## src/rtl/multicycle_control_fsm_pkg.sv

```systemverilog
// Shared encodings for the multicycle MIPS control path: opcodes, FSM states,
// mux selects and the packed control word driven to the datapath.
package multicycle_control_fsm_pkg;

   localparam logic [5:0] OP_RTYPE = 6'b000000;
   localparam logic [5:0] OP_LW    = 6'b100011;
   localparam logic [5:0] OP_SW    = 6'b101011;
   localparam logic [5:0] OP_BEQ   = 6'b000100;
   localparam logic [5:0] OP_ADDI  = 6'b001000;
   localparam logic [5:0] OP_J     = 6'b000010;

   typedef enum logic [3:0] {
      S_FETCH   = 4'd0,
      S_DECODE  = 4'd1,
      S_MEM_ADR = 4'd2,
      S_MEM_RD  = 4'd3,
      S_MEM_WB  = 4'd4,
      S_MEM_WR  = 4'd5,
      S_EXEC    = 4'd6,
      S_ALU_WB  = 4'd7,
      S_BRANCH  = 4'd8,
      S_ADDI_EX = 4'd9,
      S_ADDI_WB = 4'd10,
      S_JUMP    = 4'd11
   } state_e;

   localparam logic [1:0] PCSRC_ALU    = 2'd0;
   localparam logic [1:0] PCSRC_ALUOUT = 2'd1;
   localparam logic [1:0] PCSRC_JUMP   = 2'd2;

   localparam logic [1:0] ALUOP_ADD   = 2'd0;
   localparam logic [1:0] ALUOP_SUB   = 2'd1;
   localparam logic [1:0] ALUOP_FUNCT = 2'd2;

   localparam logic [1:0] ALUB_REG    = 2'd0;
   localparam logic [1:0] ALUB_FOUR   = 2'd1;
   localparam logic [1:0] ALUB_SIMM   = 2'd2;
   localparam logic [1:0] ALUB_SIMM_SH = 2'd3;

   typedef struct packed {
      logic       pc_write;
      logic       pc_write_cond;
      logic       i_or_d;
      logic       mem_read;
      logic       mem_write;
      logic       ir_write;
      logic       mem_to_reg;
      logic       reg_dst;
      logic       reg_write;
      logic       alu_src_a;
      logic [1:0] alu_src_b;
      logic [1:0] alu_op;
      logic [1:0] pc_source;
   } ctrl_t;

   function automatic logic op_supported(input logic [5:0] op);
      return (op == OP_RTYPE) || (op == OP_LW) || (op == OP_SW) ||
             (op == OP_BEQ) || (op == OP_ADDI) || (op == OP_J);
   endfunction

endpackage

```

## src/rtl/multicycle_control_fsm_control_output_decoder.sv

```systemverilog
// Moore output map: state encoding -> datapath control word. Unused
// encodings decode to an all-zero (inert) word.
module control_output_decoder
   import multicycle_control_fsm_pkg::*;
(
   input  logic [3:0] state_i,
   output ctrl_t      ctrl_o
);

   always_comb begin
      ctrl_o = '0;
      case (state_i)
         S_FETCH: begin
            ctrl_o.mem_read  = 1'b1;
            ctrl_o.ir_write  = 1'b1;
            ctrl_o.alu_src_b = ALUB_FOUR;
            ctrl_o.alu_op    = ALUOP_ADD;
            ctrl_o.pc_source = PCSRC_ALU;
            ctrl_o.pc_write  = 1'b1;
         end
         // Speculatively form the branch target while the opcode is decoded.
         S_DECODE: begin
            ctrl_o.alu_src_b = ALUB_SIMM_SH;
            ctrl_o.alu_op    = ALUOP_ADD;
         end
         S_MEM_ADR: begin
            ctrl_o.alu_src_a = 1'b1;
            ctrl_o.alu_src_b = ALUB_SIMM;
            ctrl_o.alu_op    = ALUOP_ADD;
         end
         S_MEM_RD: begin
            ctrl_o.mem_read = 1'b1;
            ctrl_o.i_or_d   = 1'b1;
         end
         S_MEM_WB: begin
            ctrl_o.reg_write  = 1'b1;
            ctrl_o.mem_to_reg = 1'b1;
         end
         S_MEM_WR: begin
            ctrl_o.mem_write = 1'b1;
            ctrl_o.i_or_d    = 1'b1;
         end
         S_EXEC: begin
            ctrl_o.alu_src_a = 1'b1;
            ctrl_o.alu_src_b = ALUB_REG;
            ctrl_o.alu_op    = ALUOP_FUNCT;
         end
         S_ALU_WB: begin
            ctrl_o.reg_write = 1'b1;
            ctrl_o.reg_dst   = 1'b1;
         end
         S_BRANCH: begin
            ctrl_o.alu_src_a     = 1'b1;
            ctrl_o.alu_src_b     = ALUB_REG;
            ctrl_o.alu_op        = ALUOP_SUB;
            ctrl_o.pc_source     = PCSRC_ALUOUT;
            ctrl_o.pc_write_cond = 1'b1;
         end
         S_ADDI_EX: begin
            ctrl_o.alu_src_a = 1'b1;
            ctrl_o.alu_src_b = ALUB_SIMM;
            ctrl_o.alu_op    = ALUOP_ADD;
         end
         S_ADDI_WB: begin
            ctrl_o.reg_write = 1'b1;
         end
         S_JUMP: begin
            ctrl_o.pc_source = PCSRC_JUMP;
            ctrl_o.pc_write  = 1'b1;
         end
         default: ctrl_o = '0;
      endcase
   end

endmodule

```

## src/rtl/multicycle_control_fsm.sv

```systemverilog
// Multicycle MIPS main control FSM: state register and opcode-driven
// sequencing; control outputs come from the state via the output decoder.
module multicycle_control_fsm
   import multicycle_control_fsm_pkg::*;
#(
   parameter int STATE_W = 4
) (
   input  logic               clk,
   input  logic               reset,
   input  logic [5:0]         opcode,
   output logic [STATE_W-1:0] state,
   output logic               pc_write,
   output logic               pc_write_cond,
   output logic               i_or_d,
   output logic               mem_read,
   output logic               mem_write,
   output logic               ir_write,
   output logic               mem_to_reg,
   output logic               reg_dst,
   output logic               reg_write,
   output logic               alu_src_a,
   output logic [1:0]         alu_src_b,
   output logic [1:0]         alu_op,
   output logic [1:0]         pc_source,
   output logic               illegal_op
);

   state_e state_q, state_d;
   ctrl_t  ctrl;

   always_ff @(posedge clk or posedge reset) begin
      if (reset) state_q <= S_FETCH;
      else       state_q <= state_d;
   end

   always_comb begin
      state_d    = S_FETCH;
      illegal_op = 1'b0;
      case (state_q)
         S_FETCH:   state_d = S_DECODE;
         S_DECODE: begin
            case (opcode)
               OP_LW, OP_SW: state_d = S_MEM_ADR;
               OP_RTYPE:     state_d = S_EXEC;
               OP_BEQ:       state_d = S_BRANCH;
               OP_ADDI:      state_d = S_ADDI_EX;
               OP_J:         state_d = S_JUMP;
               default:      state_d = S_FETCH;
            endcase
            illegal_op = !op_supported(opcode);
         end
         // Opcode comes from the IR, which holds it for the whole instruction.
         S_MEM_ADR: state_d = (opcode == OP_SW) ? S_MEM_WR : S_MEM_RD;
         S_MEM_RD:  state_d = S_MEM_WB;
         S_EXEC:    state_d = S_ALU_WB;
         S_ADDI_EX: state_d = S_ADDI_WB;
         default:   state_d = S_FETCH;
      endcase
   end

   control_output_decoder u_dec (
      .state_i (state_q),
      .ctrl_o  (ctrl)
   );

   assign state         = STATE_W'(state_q);
   assign pc_write      = ctrl.pc_write;
   assign pc_write_cond = ctrl.pc_write_cond;
   assign i_or_d        = ctrl.i_or_d;
   assign mem_read      = ctrl.mem_read;
   assign mem_write     = ctrl.mem_write;
   assign ir_write      = ctrl.ir_write;
   assign mem_to_reg    = ctrl.mem_to_reg;
   assign reg_dst       = ctrl.reg_dst;
   assign reg_write     = ctrl.reg_write;
   assign alu_src_a     = ctrl.alu_src_a;
   assign alu_src_b     = ctrl.alu_src_b;
   assign alu_op        = ctrl.alu_op;
   assign pc_source     = ctrl.pc_source;

endmodule
```

## config.mk

```make
export PLATFORM = sky130hd
export DESIGN_NAME = multicycle_control_fsm
export DESIGN_NICKNAME = d
export VERILOG_FILES = /design/src/rtl/multicycle_control_fsm_pkg.sv /design/src/rtl/multicycle_control_fsm_control_output_decoder.sv /design/src/rtl/multicycle_control_fsm.sv
export SDC_FILE = /design/constraint.sdc
export NUM_CORES = 1
export LEC_CHECK = 0
export ABC_AREA = 1
export BUFFER_PORTS_ARGS = -buffer_cell sky130_fd_sc_hd__clkbuf_2
export CAP_MARGIN = 20
export CORE_AREA = 2 2 39 41
export DETAILED_ROUTE_END_ITERATION = 10
export DIE_AREA = 0 0 41 43
export GPL_TIMING_DRIVEN = 0
export PLACE_DENSITY = 0.78
export SLEW_MARGIN = 20
export SYNTH_ARGS = -nofsm -noshare
export SYNTH_HDL_FRONTEND = slang
export SYNTH_SLANG_ARGS = --single-unit
```

## constraint.sdc

```tcl
create_clock -name clk -period 1.21 [get_ports clk]
set_input_delay 0.121 -clock clk [delete_from_list [all_inputs] [get_ports clk]]
set_output_delay 0.121 -clock clk [all_outputs]
set_load 0.03 [all_outputs]
```

==> impl_metrics.tcl <==
set metrics [dict create \
    worstReg2RegStart "state[1]" \
    synth_seq_cells 4 \
    slowest_delay_ps 460 \
    grt_overflow 0 \
    grt_pass1_wl_mm 2.64 \
    ir_worst_vdd_mv 1.18 \
    rsz0062_at_grt "true" \
    worst_pin_slew_ps 259 \
    die_area_mm2 0.00176 \
    rrSetupSlack_ps 0 \
    finClkSkew_ps 2.50 \
    cp.arrival_ps 1390 \
    syn_inst 84 \
    cts_made_buffers 3 \
    clkSinkCount 4 \
    status "finished with violations" \
    clk_pin_slew_ps 40 \
    crit_required_ps 1090 \
    yosysTopAreaCell "dfrtp_1" \
    r2r_cells 8 \
    start_util_pct 34.9 \
    critPathKind "register to output pin" \
    firstDrtPassIters 4 \
    clk_latency_ps 240 \
    drt-initial-drc-count 24 \
    dieWidth_um 41 \
    drive_gt1_share_pct 66.4 \
    violations "negative setup slack" \
    syn-cell-area_um2 483 \
    critPathSlowestCell "dfrtp_2" \
    via_count 680 \
    antenna_cells 0 \
    io-pin-count 29 \
    hold_viol_final 0 \
    hp-class "primary input to register" \
    drt_wl_total_mm 1.70 \
    hold_start "opcode[3]" \
    instances_no_fill 138 \
    min_period_over_period_pct 125 \
    cp-end-kind "output pin" \
    hold_end "state[2]" \
    h-tree-depth 1 \
    dp_cells 128 \
    synth_cell_types 19 \
    drc 0 \
    synth-seq-area-share_pct 20.7 \
    cellLeakagePower_nw 0.512 \
    setup_viol 18 \
    gp_congestion 0.821 \
    synthTopCellsByArea "dfrtp_1, nor2_1, nand3_1" \
    largest_register_ffs 4 \
    grt_max_degree 7 \
    start_kind "register" \
    area_growth_syn_to_layout_pct 110 \
    r2r_end "state[1]" \
    syn_area_per_cell_um2 5.75 \
    clock_path_buffers 2 \
    tritoncts "built" \
    fp.coreArea_mm2 0.00138 \
    hpwl_mm 1.00 \
    holdPathStages 3 \
    ant_nets 0 \
    max_freq_ghz 0.663 \
    drv_slew 0 \
    vias_per_cell 4.93 \
    timing.hold.ws_ps 244 \
    grt.total_usage_pct 22.2 \
    rows 14 \
    path_cells "inv_2 > nand2_4 > inv_2 > nand2_4 > o21ai_2 > nor2_2 > o21ai_2 > clkbuf_8" \
    max_slew_margin_pct 82.6 \
    power.density_mw_per_mm2 2550 \
    yosysWarnings 0 \
    cts_root_buffer "clkbuf_4" \
    post-route-min-period_ps 1510 \
    fin_nets 132 \
    grt_pass1_vias 622 \
    syn_nets 92 \
    max-cap-violations 0 \
    path_max_fanout 5 \
    routedWlPerCell_um 12.3 \
    fp.dieH_um 43 \
    setup_slack_ps -299 \
    antenna_found_initial 0 \
    yosysTopAreaCellShare_pct 20.7 \
    port_buffers 28 \
    dp_slack_ps -94.3 \
]
## repair_timing
item                       in CTS  in global routing
resized for setup              40                 12
hold endpoints to repair        4                  0
setup endpoints to repair      17                 19
pin swaps                       7                  3
hold buffers                    1                  0
setup buffers                   6                  0
## through the flow
| step | cell area [µm²] | TNS [ps] | power [W] | util, % |
|---|---|---|---|---|
| after CTS | 990 | -2870 | 0.00240 | 71.5 |
| after global routing | 1010 | -4170 | 0.00274 | 73.2 |
| after detailed placement | 748 | -427 | 0.00181 | 54.1 |
| final | 1010 | -3200 | 0.00258 | 73.2 |
| after floorplan | 588 | -603 | 0.00149 | - |
| after global placement | 748 | -391 | 0.00179 | 54.1 |
## power by group
group	switching [W]	total, W	internal, W
Clock	0.0000632	0.000175	0.000112
Combinational	0.00126	0.00211	0.000851
Sequential	0.000114	0.000298	0.000184
Total	0.00143	0.00258	0.00115
## routing by layer
layer	share of wire, %	global-route usage, %	up-vias
met5	0	0	-
met4	1.3	8.00	0
met3	4.9	1.57	4
met2	57	42.5	34
met1	36	22.5	300
li1	-	-	342
## area by class of cell
cell class	count	area, µm²
Fill cell	90	370
Buffer	1	11.3
Clock buffer	3	22.5
Multi-Input combinational cell	62	440
Sequential cell	4	105
Inverter	17	73.8
Timing Repair Buffer	35	340
Tap cell	16	20.0
## cells by family after synthesis
| logic type | after synthesis | synth area share [%] |
|---|---|---|
| AO/OA/AOI/OAI | 7 | 8.81 |
| flip-flops | 4 | 20.7 |
| AND/OR/NAND/NOR | 55 | 55.7 |
| buffers and inverters | 18 | 14.8 |
## cell usage after synthesis
cell / n
buf_4: 1
o21ai_0: 3
nand4_1: 1
nand2_2: 2
nor3_2: 1
nand3_1: 12
o21ai_2: 1
a21oi_2: 1
inv_2: 4
o21ai_1: 1
nand2_4: 1
nand3b_1: 1
nor2_4: 2
dfrtp_1: 4
nor2_2: 3
nor2_1: 21
nand2_1: 11
inv_1: 13
a21oi_1: 1
## critical path: cells and delay by family (launching register included)
family          cells  cell delay, ps
compound gates      2             130
buf+inv             3             280
flops               1             460
simple gates        3             270
## how the worst max path moves through the flow
stage          depth (start not counted)    endpoint      from  slack (ps)
2_1_floorplan                          5    pc_write  state[0]         -90
3_3_place_gp                           6  illegal_op  state[2]         -90
3_5_place_dp                           6  illegal_op  state[2]         -90
4_1_cts                                6  illegal_op  state[2]        -270
5_1_grt                                5      i_or_d  state[1]        -350
6_report                               8   alu_src_a  state[1]        -300
## cell usage in the layout, fill, tap and decap left out, types with 2 or more instances in the layout
cell type,instances
inv_1,7
inv_2,6
nor2_4,11
inv_4,4
buf_8,4
nor2_1,10
clkbuf_8,11
dfrtp_2,4
o21ai_2,4
buf_6,2
buf_4,7
nand2_1,8
nand3_1,12
clkbuf_4,3
clkbuf_2,11
nand2_4,5
nor2_2,5
(Power assumes the default switching activity.)
